`src/rtl/scmp_acc_sr.sv`:
```
// ============================================================================
// Module   : scmp_acc_sr
// Purpose  : SC/MP accumulator, extension and status registers, plus DLY timer.
// Options  : SCMP_SENSE_SYNC_EN adds a two-flop synchroniser on sense_a/sense_b.
// Revision : 1.0 - initial release
// ============================================================================
`default_nettype none

module scmp_acc_sr #(
  parameter int unsigned DLY_BASE = 13
) (
  input  logic       clk,
  input  logic       rst_n,
  input  logic       ce,
  input  logic [7:0] alu_res,
  input  logic       alu_cy,
  input  logic       alu_ov,
  input  logic       ac_we,
  input  logic       e_we,
  input  logic       flag_we,
  input  logic       xae,
  input  logic       sr_we,
  input  logic       ie_set,
  input  logic       ie_clr,
  input  logic       sio_en,
  input  logic       sin,
  output logic       sout,
  input  logic       sense_a,
  input  logic       sense_b,
  input  logic       dly_start,
  input  logic [7:0] dly_disp,
  output logic       dly_busy,
  output logic       dly_done,
  output logic [7:0] ac_o,
  output logic [7:0] e_o,
  output logic [7:0] sr_o,
  output logic       cy_o,
  output logic       ov_o,
  output logic [2:0] f_o
);

  localparam logic [0:0] S_IDLE = 1'b0;
  localparam logic [0:0] S_BUSY = 1'b1;

  logic [0:0]  r_state;
  logic [17:0] r_cnt;
  logic        r_done;
  logic [7:0]  r_ac;
  logic [7:0]  r_e;
  logic        r_cy;
  logic        r_ov;
  logic        r_ie;
  logic [2:0]  r_f;
  logic [1:0]  w_sense;

  logic        w_busy;
  logic        w_act;
  logic        w_finish;
  logic [17:0] w_dly_n;

  assign w_busy   = (r_state == S_BUSY);
  assign w_act    = ce & ~w_busy;
  assign w_finish = ce & w_busy & (r_cnt == 18'd1);

  // N = base + 2*AC + 2*disp + 512*disp, all in 18 unsigned bits
  assign w_dly_n = 18'(DLY_BASE) + {9'd0, r_ac, 1'b0} + {9'd0, dly_disp, 1'b0}
                 + {1'b0, dly_disp, 9'd0};

  always_ff @(posedge clk or negedge rst_n) begin
    if (!rst_n) begin
      r_state <= S_IDLE;
      r_cnt   <= 18'd0;
      r_done  <= 1'b0;
    end else begin
      r_done <= w_finish;
      if (ce) begin
        case (r_state)
          S_IDLE: begin
            if (dly_start) begin
              r_cnt   <= w_dly_n;
              r_state <= S_BUSY;
            end
          end
          default: begin
            r_cnt <= r_cnt - 18'd1;
            if (r_cnt == 18'd1) r_state <= S_IDLE;
          end
        endcase
      end
    end
  end

  always_ff @(posedge clk or negedge rst_n) begin
    if (!rst_n) begin
      r_ac <= 8'h00;
      r_e  <= 8'h00;
    end else if (w_finish) begin
      r_ac <= 8'hFF;
    end else if (w_act) begin
      if (xae) begin
        r_ac <= r_e;
        r_e  <= r_ac;
      end else begin
        if (ac_we) r_ac <= alu_res;
        if (e_we)        r_e <= alu_res;
        else if (sio_en) r_e <= {sin, r_e[7:1]};
      end
    end
  end

  // Interrupt enable stays controllable while a DLY is running
  always_ff @(posedge clk or negedge rst_n) begin
    if (!rst_n) begin
      r_cy <= 1'b0;
      r_ov <= 1'b0;
      r_ie <= 1'b0;
      r_f  <= 3'd0;
    end else if (ce) begin
      if (w_act) begin
        if (flag_we) begin
          r_cy <= alu_cy;
          r_ov <= alu_ov;
        end else if (sr_we) begin
          r_cy <= r_ac[7];
          r_ov <= r_ac[6];
        end
        if (sr_we) r_f <= r_ac[2:0];
      end
      if (ie_clr)                r_ie <= 1'b0;
      else if (ie_set)           r_ie <= 1'b1;
      else if (w_act && sr_we)   r_ie <= r_ac[3];
    end
  end

`ifdef SCMP_SENSE_SYNC_EN
  logic [1:0] r_sense_meta;
  logic [1:0] r_sense_sync;

  always_ff @(posedge clk or negedge rst_n) begin
    if (!rst_n) begin
      r_sense_meta <= 2'b00;
      r_sense_sync <= 2'b00;
    end else begin
      r_sense_meta <= {sense_b, sense_a};
      r_sense_sync <= r_sense_meta;
    end
  end

  assign w_sense = r_sense_sync;
`else
  assign w_sense = {sense_b, sense_a};
`endif

  assign sout     = r_e[0];
  assign dly_busy = w_busy;
  assign dly_done = r_done;
  assign ac_o     = r_ac;
  assign e_o      = r_e;
  assign sr_o     = {r_cy, r_ov, w_sense, r_ie, r_f};
  assign cy_o     = r_cy;
  assign ov_o     = r_ov;
  assign f_o      = r_f;

endmodule

`default_nettype wire

```
`config.mk`:
```
export PLATFORM = sky130hd
export DESIGN_NAME = scmp_acc_sr
export DESIGN_NICKNAME = d
export VERILOG_FILES = /design/src/rtl/scmp_acc_sr.sv
export SDC_FILE = /design/constraint.sdc
export NUM_CORES = 1
export LEC_CHECK = 0
export CORE_UTILIZATION = 30
export CTS_CLUSTER_SIZE = 8
export DETAILED_ROUTE_END_ITERATION = 10
export SYNTH_ARGS = -nofsm -noshare
export SYNTH_HDL_FRONTEND = slang
export SYNTH_SLANG_ARGS = --single-unit
export TNS_END_PERCENT = 5
```
`constraint.sdc`:
```
create_clock -name clk -period 2.7 [get_ports clk]
set_input_delay 0.54 -clock clk [delete_from_list [all_inputs] [get_ports clk]]
set_output_delay 0.54 -clock clk [all_outputs]
set_load 0.01 [all_outputs]
```
==> results of run 1 <==
-- cell usage in the layout, fill, tap and decap left out, types with 3 or more instances in the layout --
cell type        netlist  layout
a211oi_1               4       4
o311a_1                3       3
ha_1                  18      17
buf_4                  9      45
nor3_1                 5       5
nand2_1               37      37
inv_1                 13      12
mux2i_1               21      21
dfrtp_1               42      42
o211ai_1               4       4
clkdlybuf4s50_1        0      58
or4_4                  4       4
clkbuf_8               0       5
nand3_1               10      10
o21ai_0               16      16
o311ai_1               3       3
o21ai_1                9       9
o22ai_1                9       9
nor2_1                29      29
o21a_1                 3       3
nor2b_1                3       3
xnor2_1                6       6
a21oi_1               35      34
-- registers in the layout, summed over array words and instances, names as in the netlist --
signal,count
r_cnt,18
ac_o,8
e_o,8
f_o,3
cy_o,1
dly_busy,1
dly_done,1
ov_o,1
r_ie,1
-- path summary, 6_finish.rpt --
kind	from	to	slack [ns]	depth (start not counted)
min in group clk	f_o[1]	f_o[1]	0.53	2
max in group asynchronous	rst_n	f_o[1]	1.82	2
hold / removal	rst_n	e_o[3]	0.17	1
hold reg to reg	f_o[1]	f_o[1]	0.53	2
setup / recovery	dly_disp[2]	r_cnt[11]	0.07	11
setup reg to reg	ac_o[1]	r_cnt[16]	0.24	11
-- kinds of logic after synthesis --
| kind of cell | after synthesis | synth area share |
|---|---|---|
| AND/OR/NAND/NOR | 110 | 0.190 |
| buffers and inverters | 36 | 0.0572 |
| multiplexers | 22 | 0.0739 |
| adder cells (fa/ha/maj) | 19 | 0.0819 |
| AO/OA/AOI/OAI | 105 | 0.222 |
| XOR/XNOR | 8 | 0.0234 |
| flip-flops | 42 | 0.351 |
-- layout make-up --
cell class / count / area share
clock buffer: 5 / 0.0167
tap: 133 / 0.0404
inverter: 14 / 0.0128
timing repair buffer: 105 / 0.227
multi-input combinational: 264 / 0.438
clock inverter: 3 / 0.00973
sequential: 42 / 0.255
-- worst max-delay path: cells and delay by family --
family	cells	cell delay, ns
compound gates	3	0.78
xor+xnor	1	0.11
fa+ha+maj	2	0.55
buf+inv	4	0.74
simple gates	1	0.10
-- report_power, final --
| group | leakage, nW | switching (mW) | internal (mW) |
|---|---|---|---|
| Sequential | 0.522 | 0.157 | 0.753 |
| Clock | 0.0579 | 0.234 | 0.273 |
| Combinational | 1.22 | 0.505 | 0.586 |
| Total | 1.80 | 0.896 | 1.61 |
-- synthesized netlist by cell type (all sizes together), types with 2 or more instances --
cell    number  share of area
a311oi       2         0.0058
buf         11          0.026
and3         2         0.0042
nor2b        3         0.0063
dfrtp       42           0.35
o22ai        9          0.019
nor3         5         0.0084
o311a        3          0.010
xor2         2         0.0058
nor4         3         0.0084
o21a         3         0.0075
o211ai       4          0.010
nor2        30          0.038
clkbuf      11          0.014
mux2i       21          0.070
a21oi       35          0.058
or3b         2         0.0058
xnor2        6          0.018
a21o         2         0.0050
inv         14          0.018
a31oi        2         0.0042
o21ai       25          0.042
nand3       11          0.020
nand2       37          0.046
and2         2         0.0042
or4          4          0.015
ha          18          0.075
or3          2         0.0058
o311ai       3         0.0088
a211oi       5          0.014
nor3b        2         0.0050
-- what timing repair did --
item / in CTS / in global routing
setup buffers: 0 / 1
resized for setup: 5 / 2
setup endpoints to repair: 6 / 7
pin swaps: 1 / 4
-- metal layers --
layer | vias up | share of wire | wire length [um]
met5 | - | 0 | 0
met2 | 71 | 0.50 | 4280
met4 | 0 | 0.030 | 257
met3 | 17 | 0.034 | 292
li1 | 1428 | - | -
met1 | 1383 | 0.44 | 3730
==> impl_metrics.py, run 1 <==
metrics = {
    "status": {
        "status": "finished, final reports clean",
    },
    "logic_synthesis": {
        "synth-edff-count": 0,
        "seq_area_frac_synth": 0.351,
        "synth.cell_area_mm2": 0.00300,
        "yosysUniqueCellTypes": 61,
        "syn_nets": 394,
        "ys_warn_count": 0,
        "async_flop_share": 1.00,
        "ys_ff_latch": 42,
        "synthCells": 342,
        "ys.flop_type": "dfrtp_1",
        "synth_area_per_cell_um2": 8.76,
    },
    "timing": {
        "final-hold-violation-count": 0,
        "setup_viol": 0,
        "holdWs_ns": 0.174,
        "rsz0062_at_grt": "false",
        "tns_ns": 0,
        "skew_ns": 0.0104,
        "period_needed_ns": 2.63,
        "slew_headroom": 0.604,
        "tightest_slew_ns": 0.592,
        "max_freq_mhz": 381,
        "setup_slack_ns": 0.0745,
        "period_share": 0.972,
        "final_max_slew_viol_count": 0,
    },
    "power_and_ir_drop": {
        "peakVddDrop_uv": 260,
        "p_leak_nw": 1.80,
        "power_density_mw_per_mm2": 609,
        "power_mw": 2.51,
    },
    "cells_and_area": {
        "fin_util": 0.423,
        "num_antenna_cells": 0,
        "final_cells": 566,
        "postLayoutCellArea_mm2": 0.00412,
        "fillers": 989,
        "layout.nets": 484,
        "layout-drive-gt1-share": 0.171,
        "syn2layout_area_growth_pct": 37.4,
        "multiInputGateArea_mm2": 0.00180,
        "regArea_mm2": 0.00105,
    },
    "route": {
        "drc": 0,
        "via_per_inst": 5.12,
        "ant_nets": 0,
        "drt_iter0_markers": 123,
        "wire_per_inst_um": 15.1,
        "drt_wl_total_mm": 8.55,
        "drt-pass1-iter-count": 4,
        "num_vias": 2899,
    },
    "critical_path": {
        "crit_chain": "clkdlybuf4s50_1, inv_2, ha_1, inv_1, buf_4, ha_1, nand3_1, a21bo_2, a211oi_2, xnor2_1, a221o_1",
        "crit_slowest_cell": "clkdlybuf4s50_1",
        "crit_top_cell": "ha_1",
        "cp-end-kind": "flop",
        "critPathArrivalTime_ns": 2.82,
        "critical_path_class": "input pin to flop",
        "max_stage_delay_ns": 0.49,
        "startpoint_type": "input pin",
        "critPathMaxFanout": 5,
        "critical_path_required_ns": 2.89,
    },
    "global_route": {
        "met2_usage": 0.317,
        "grtUsageMet1": 0.202,
        "grtUsageTotal": 0.173,
        "grt_max_degree": 25,
        "grt_pass1_wl_mm": 14.0,
        "use_met3": 0.0246,
        "grt_pass1_vias": 2946,
        "antenna_found_initial": 0,
        "grt-busiest-layer": "met2",
        "grt.overflow.total": 0,
    },
    "clock_network": {
        "cts_made_buffers": 5,
        "insertion_delay_ns": 0.31,
        "hold_buffers": 0,
        "cts_tree": "yes",
        "cts-root-buf": "clkbuf_8",
        "path_clk_slew_ns": 0.09,
        "cts_max_level": 2,
        "cts.sinks": 42,
        "clockBufferDepth": 2,
    },
    "placement": {
        "numPortBuffers": 60,
        "dpl_cell_area_mm2": 0.00397,
        "dp_slack_ns": -0.484,
        "dp_cells": 557,
        "dpl.hpwl_mm": 6.56,
        "gp_congestion": 0.851,
    },
    "floorplanning": {
        "core_mm2": 0.00973,
        "die_area_mm2": 0.0104,
        "start_util": 0.308,
        "die_w_um": 102,
        "fp.dieH_um": 102,
        "row_count": 36,
        "ios": 65,
    },
    "job": {
        "maxCapViolCount": 0,
    },
    "worst_hold_path": {
        "hold_path.class": "input pin to asynchronous set/reset pin",
    },
}
No activity file was read; power rests on OpenSTA's default activity.
==> run 2, diff against run 1 <==
Settings changed: RECOVER_POWER set to 100.
==> impl_metrics.py, run 2 (same netlist as run 1, synthesis figures left out) <==
metrics = {
    "status": {
        "status": "finished, final reports clean",
    },
    "route": {
        "wire_per_inst_um": 15.1,
        "drt-pass1-iter-count": 4,
        "drt_iter0_markers": 153,
        "num_vias": 2882,
        "ant_nets": 0,
        "drc": 0,
        "drt_wl_total_mm": 8.56,
        "via_per_inst": 5.09,
    },
    "timing": {
        "final_max_slew_viol_count": 0,
        "setup_viol": 0,
        "tightest_slew_ns": 1.07,
        "skew_ns": 0.00954,
        "final-hold-violation-count": 0,
        "max_freq_mhz": 379,
        "slew_headroom": 0.289,
        "period_needed_ns": 2.64,
        "period_share": 0.978,
        "rsz0062_at_grt": "false",
    },
    "cells_and_area": {
        "final_cells": 566,
        "final_common_cell": "dfrtp_1",
        "syn2layout_area_growth_pct": 36.4,
        "fin_util": 0.420,
        "fillers": 997,
        "layout-drive-gt1-share": 0.157,
        "regMostFlops": "r_cnt",
        "largest_reg_flops": 18,
        "num_antenna_cells": 0,
        "layout.nets": 484,
        "mostFrequentLayoutCells": "42 x dfrtp_1, 38 x buf_4, 37 x nand2_1",
    },
    "clock_network": {
        "insertion_delay_ns": 0.30,
        "path_clk_slew_ns": 0.09,
        "cts_tree": "yes",
        "cts_max_level": 2,
        "cts_made_buffers": 5,
        "cts-root-buf": "clkbuf_8",
        "cts.sinks": 42,
        "clockBufferDepth": 2,
    },
    "floorplanning": {
        "die_w_um": 102,
        "row_count": 36,
        "die_area_mm2": 0.0104,
        "core_mm2": 0.00973,
        "fp.dieH_um": 102,
        "start_util": 0.308,
        "ios": 65,
    },
    "placement": {
        "gp_congestion": 0.851,
        "numPortBuffers": 60,
        "dpl.hpwl_mm": 6.56,
        "dp_cells": 557,
    },
    "global_route": {
        "grt_pass1_vias": 2946,
        "antenna_found_initial": 0,
        "grt_pass1_wl_mm": 14.0,
        "grt_max_degree": 25,
        "grtUsageTotal": 0.173,
        "grt.overflow.total": 0,
    },
    "critical_path": {
        "critical_path_required_ns": 2.89,
        "critical_path_class": "input pin to flop",
        "critPathArrivalTime_ns": 2.83,
        "cp-end-kind": "flop",
        "startpoint_type": "input pin",
        "reg2regPathDepth": 12,
        "critPathMaxFanout": 5,
    },
    "worst_hold_path": {
        "hold_path.class": "input pin to asynchronous set/reset pin",
    },
    "job": {
        "maxCapViolCount": 0,
    },
    "power_and_ir_drop": {
        "power_density_mw_per_mm2": 606,
        "peakVddDrop_uv": 258,
        "p_leak_nw": 1.83,
    },
}
==> run 2: final timing paths <==
| kind | startpoint | end | slack (ns) |
|---|---|---|---|
| hold reg to reg | f_o[1] | f_o[1] | 0.51 |
| hold / removal | rst_n | e_o[3] | 0.40 |
| max in group asynchronous | rst_n | dly_busy | 1.07 |
| setup reg to reg | ac_o[1] | r_cnt[8] | 0.23 |
| min in group clk | f_o[1] | f_o[1] | 0.51 |
| setup / recovery | dly_disp[2] | r_cnt[11] | 0.06 |
==> run 2: power breakdown <==
group          total, mW  leakage, nW  internal, mW  switching (mW)
Clock              0.506       0.0579         0.273           0.233
Combinational       1.06         1.25         0.559           0.502
Sequential         0.908        0.522         0.753           0.155
==> run 2: metal layers <==
metal | up-vias | routed length, um | GRT usage
met1 | 1379 | 3800 | 0.202
li1 | 1428 | - | -
met3 | 17 | 241 | 0.0246
met5 | - | 0 | 0
met4 | 0 | 259 | 0.0725
met2 | 58 | 4250 | 0.317
==> run 2: timing repair <==
item,4_1_cts,5_1_grt
setup endpoints to repair,6,7
pin swaps,1,4
hold buffers,0,0
buffers inserted,0,1
gates resized for setup,5,2
cloned,0,0
==> run 2: final cells by class <==
cell class / instances / area, um^2 / share of cell area
tap: 133 / 166 / 0.0407
inverter: 14 / 52.6 / 0.0129
clock buffer: 5 / 68.8 / 0.0168
sequential: 42 / 1050 / 0.257
clock inverter: 3 / 40.0 / 0.00980
timing repair buffer: 105 / 921 / 0.225
multi-input combinational: 264 / 1790 / 0.437
==> run 2: critical path, cell delays in order <==
cell	delay (ns)
clkdlybuf4s50_1	0.49
inv_2	0.06
ha_1	0.28
inv_1	0.06
clkbuf_4	0.13
ha_1	0.28
nand3_1	0.10
a21bo_2	0.25
a211oi_2	0.21
xnor2_1	0.11
a221o_1	0.32
==> run 2: through the flow <==
stage                     area [um^2]  hold slack [ns]  total power [mW]  setup TNS [ns]  setup WS (ns)
after global routing             4090            0.494              2.64               0        0.00573
after floorplan                  3000            0.244              1.47               0         0.0517
after CTS                        4110            0.189              2.51               0        0.00931
after global placement           3970            0.502              1.95           -3.36         -0.455
after detailed placement         3970            0.507              1.97           -3.65         -0.484
final                            4090            0.405              2.47               0         0.0598
==> run 3, diff against run 2 <==
Settings changed: CAP_MARGIN set to 20, SETUP_SLACK_MARGIN set to 0.3.
==> impl_metrics.py, run 3 (same netlist as run 1, synthesis figures left out) <==
metrics = {
    "status": {
        "status": "finished, final reports clean",
    },
    "global_route": {
        "grt_pass1_wl_mm": 13.6,
        "grt_max_degree": 28,
        "antenna_found_initial": 0,
        "grt.overflow.total": 0,
        "grt_pass1_vias": 2688,
        "grtUsageTotal": 0.170,
    },
    "placement": {
        "dpl_cell_area_mm2": 0.00399,
        "gp_congestion": 0.873,
        "dpl.hpwl_mm": 6.56,
        "numPortBuffers": 60,
        "dp_cells": 551,
    },
    "critical_path": {
        "critPathArrivalTime_ns": 2.60,
        "r2r-start": "r_cnt[0]",
        "critical_path_required_ns": 2.86,
        "startpoint_type": "input pin",
        "rr_endpoint": "r_cnt[12]",
        "critPathMaxFanout": 5,
        "critical_path_class": "input pin to flop",
        "r2r_slack_ns": 0.30,
        "reg2regPathDepth": 7,
        "cp-end-kind": "flop",
    },
    "floorplanning": {
        "die_area_mm2": 0.0104,
        "die_w_um": 102,
        "fp.dieH_um": 102,
        "row_count": 36,
        "ios": 65,
        "start_util": 0.308,
        "core_mm2": 0.00973,
    },
    "cells_and_area": {
        "final_common_cell": "dfrtp_1",
        "mostFrequentLayoutCells": "42 x dfrtp_1, 37 x nand2_1, 35 x a21oi_1, 35 x buf_4, 30 x dlygate4sd3_1",
        "layout-drive-gt1-share": 0.174,
        "largest_reg_flops": 18,
        "fin_util": 0.422,
        "num_antenna_cells": 0,
        "syn2layout_area_growth_pct": 36.9,
        "layout.nets": 482,
        "final_cells": 564,
        "regMostFlops": "r_cnt",
        "postLayoutCellArea_mm2": 0.00410,
    },
    "timing": {
        "setup_viol": 0,
        "slew_headroom": 0.289,
        "final_max_slew_viol_count": 0,
        "final-hold-violation-count": 0,
        "period_needed_ns": 2.43,
        "tightest_slew_ns": 1.07,
        "period_share": 0.901,
        "skew_ns": 0.00724,
        "max_freq_mhz": 411,
        "rsz0062_at_grt": "true",
    },
    "job": {
        "maxCapViolCount": 0,
    },
    "clock_network": {
        "clockBufferDepth": 2,
        "insertion_delay_ns": 0.31,
        "path_clk_slew_ns": 0.09,
        "cts_max_level": 2,
        "cts_made_buffers": 5,
        "cts.sinks": 42,
        "cts_tree": "yes",
        "cts-root-buf": "clkbuf_8",
    },
    "route": {
        "drc": 0,
        "ant_nets": 0,
        "drt_iter0_markers": 156,
        "via_per_inst": 5.18,
        "drt-pass1-iter-count": 4,
        "wire_per_inst_um": 15.0,
        "num_vias": 2919,
        "drt_wl_total_mm": 8.49,
    },
    "power_and_ir_drop": {
        "peakVddDrop_uv": 272,
        "power_density_mw_per_mm2": 591,
        "power_mw": 2.42,
        "p_leak_nw": 1.79,
    },
    "worst_hold_path": {
        "hold_path.class": "input pin to asynchronous set/reset pin",
    },
}
[run 3: changes by cell type in the layout (fill, tap and decap cells not counted), moves of 3 or more]
cell,change
ha_4,+6
clkdlybuf4s50_1,-5
dlygate4sd2_1,+5
buf_4,-3
ha_1,-6
clkbuf_2,+4
[run 3: per-layer routing]
layer	up-vias	track usage	wire, um
li1	1427	-	-
met1	1384	0.235	3880
met2	98	0.278	3990
met3	10	0.0164	515
met4	0	0.0571	103
met5	-	0	0
[run 3: worst max path at each step]
stage           startpoint   endpoint  slack [ns]
2_1_floorplan  dly_disp[1]  r_cnt[16]        0.29
3_3_place_gp   dly_disp[1]   r_cnt[8]       -0.28
3_5_place_dp   dly_disp[1]  r_cnt[16]       -0.35
4_1_cts            ac_o[1]   r_cnt[8]        0.23
5_1_grt                 ce   r_cnt[9]        0.15
6_report       dly_disp[7]  r_cnt[14]        0.27
[run 3: layout make-up]
class                   instances  area (um^2)
flip-flops and latches         42         1050
inverters                      14         52.6
repair buffers                103          878
clock buffers                   5         68.8
clock inverters                 3         21.3
well taps                     133          166
multi-input cells             264         1860
fillers                       978         5630
[run 3: what timing repair did]
item | CTS | global route
setup endpoints to repair | 11 | 8
pin swaps | 7 | 6
hold buffers | 0 | 0
buffers inserted | 1 | 4
resized for setup | 9 | 11
[run 3: where the power goes]
group	total (mW)	internal [mW]	switching [mW]
Clock	0.433	0.182	0.251
Combinational	1.07	0.570	0.497
Sequential	0.923	0.753	0.170
Total	2.42	1.50	0.918
[run 3: metrics by stage]
| step | hold WS, ns | setup WS (ns) | TNS [ns] |
|---|---|---|---|
| 2_1_floorplan | 0.244 | 0.292 | 0 |
| 3_3_place_gp | 0.499 | -0.283 | -1.89 |
| 3_5_place_dp | 0.510 | -0.347 | -2.12 |
| 4_1_cts | 0.179 | 0.229 | 0 |
| 5_1_grt | 0.462 | 0.154 | 0 |
| 6_report | 0.403 | 0.268 | 0 |
[run 3: worst max-delay path: stages]
cell and delay [ns]:
clkdlybuf4s50_1 0.45, ha_1 0.31, ha_1 0.31, o21a_1 0.11, nor2_1 0.05, buf_4 0.15, a21oi_1 0.34, mux2i_1 0.24
o211ai_1 0.09
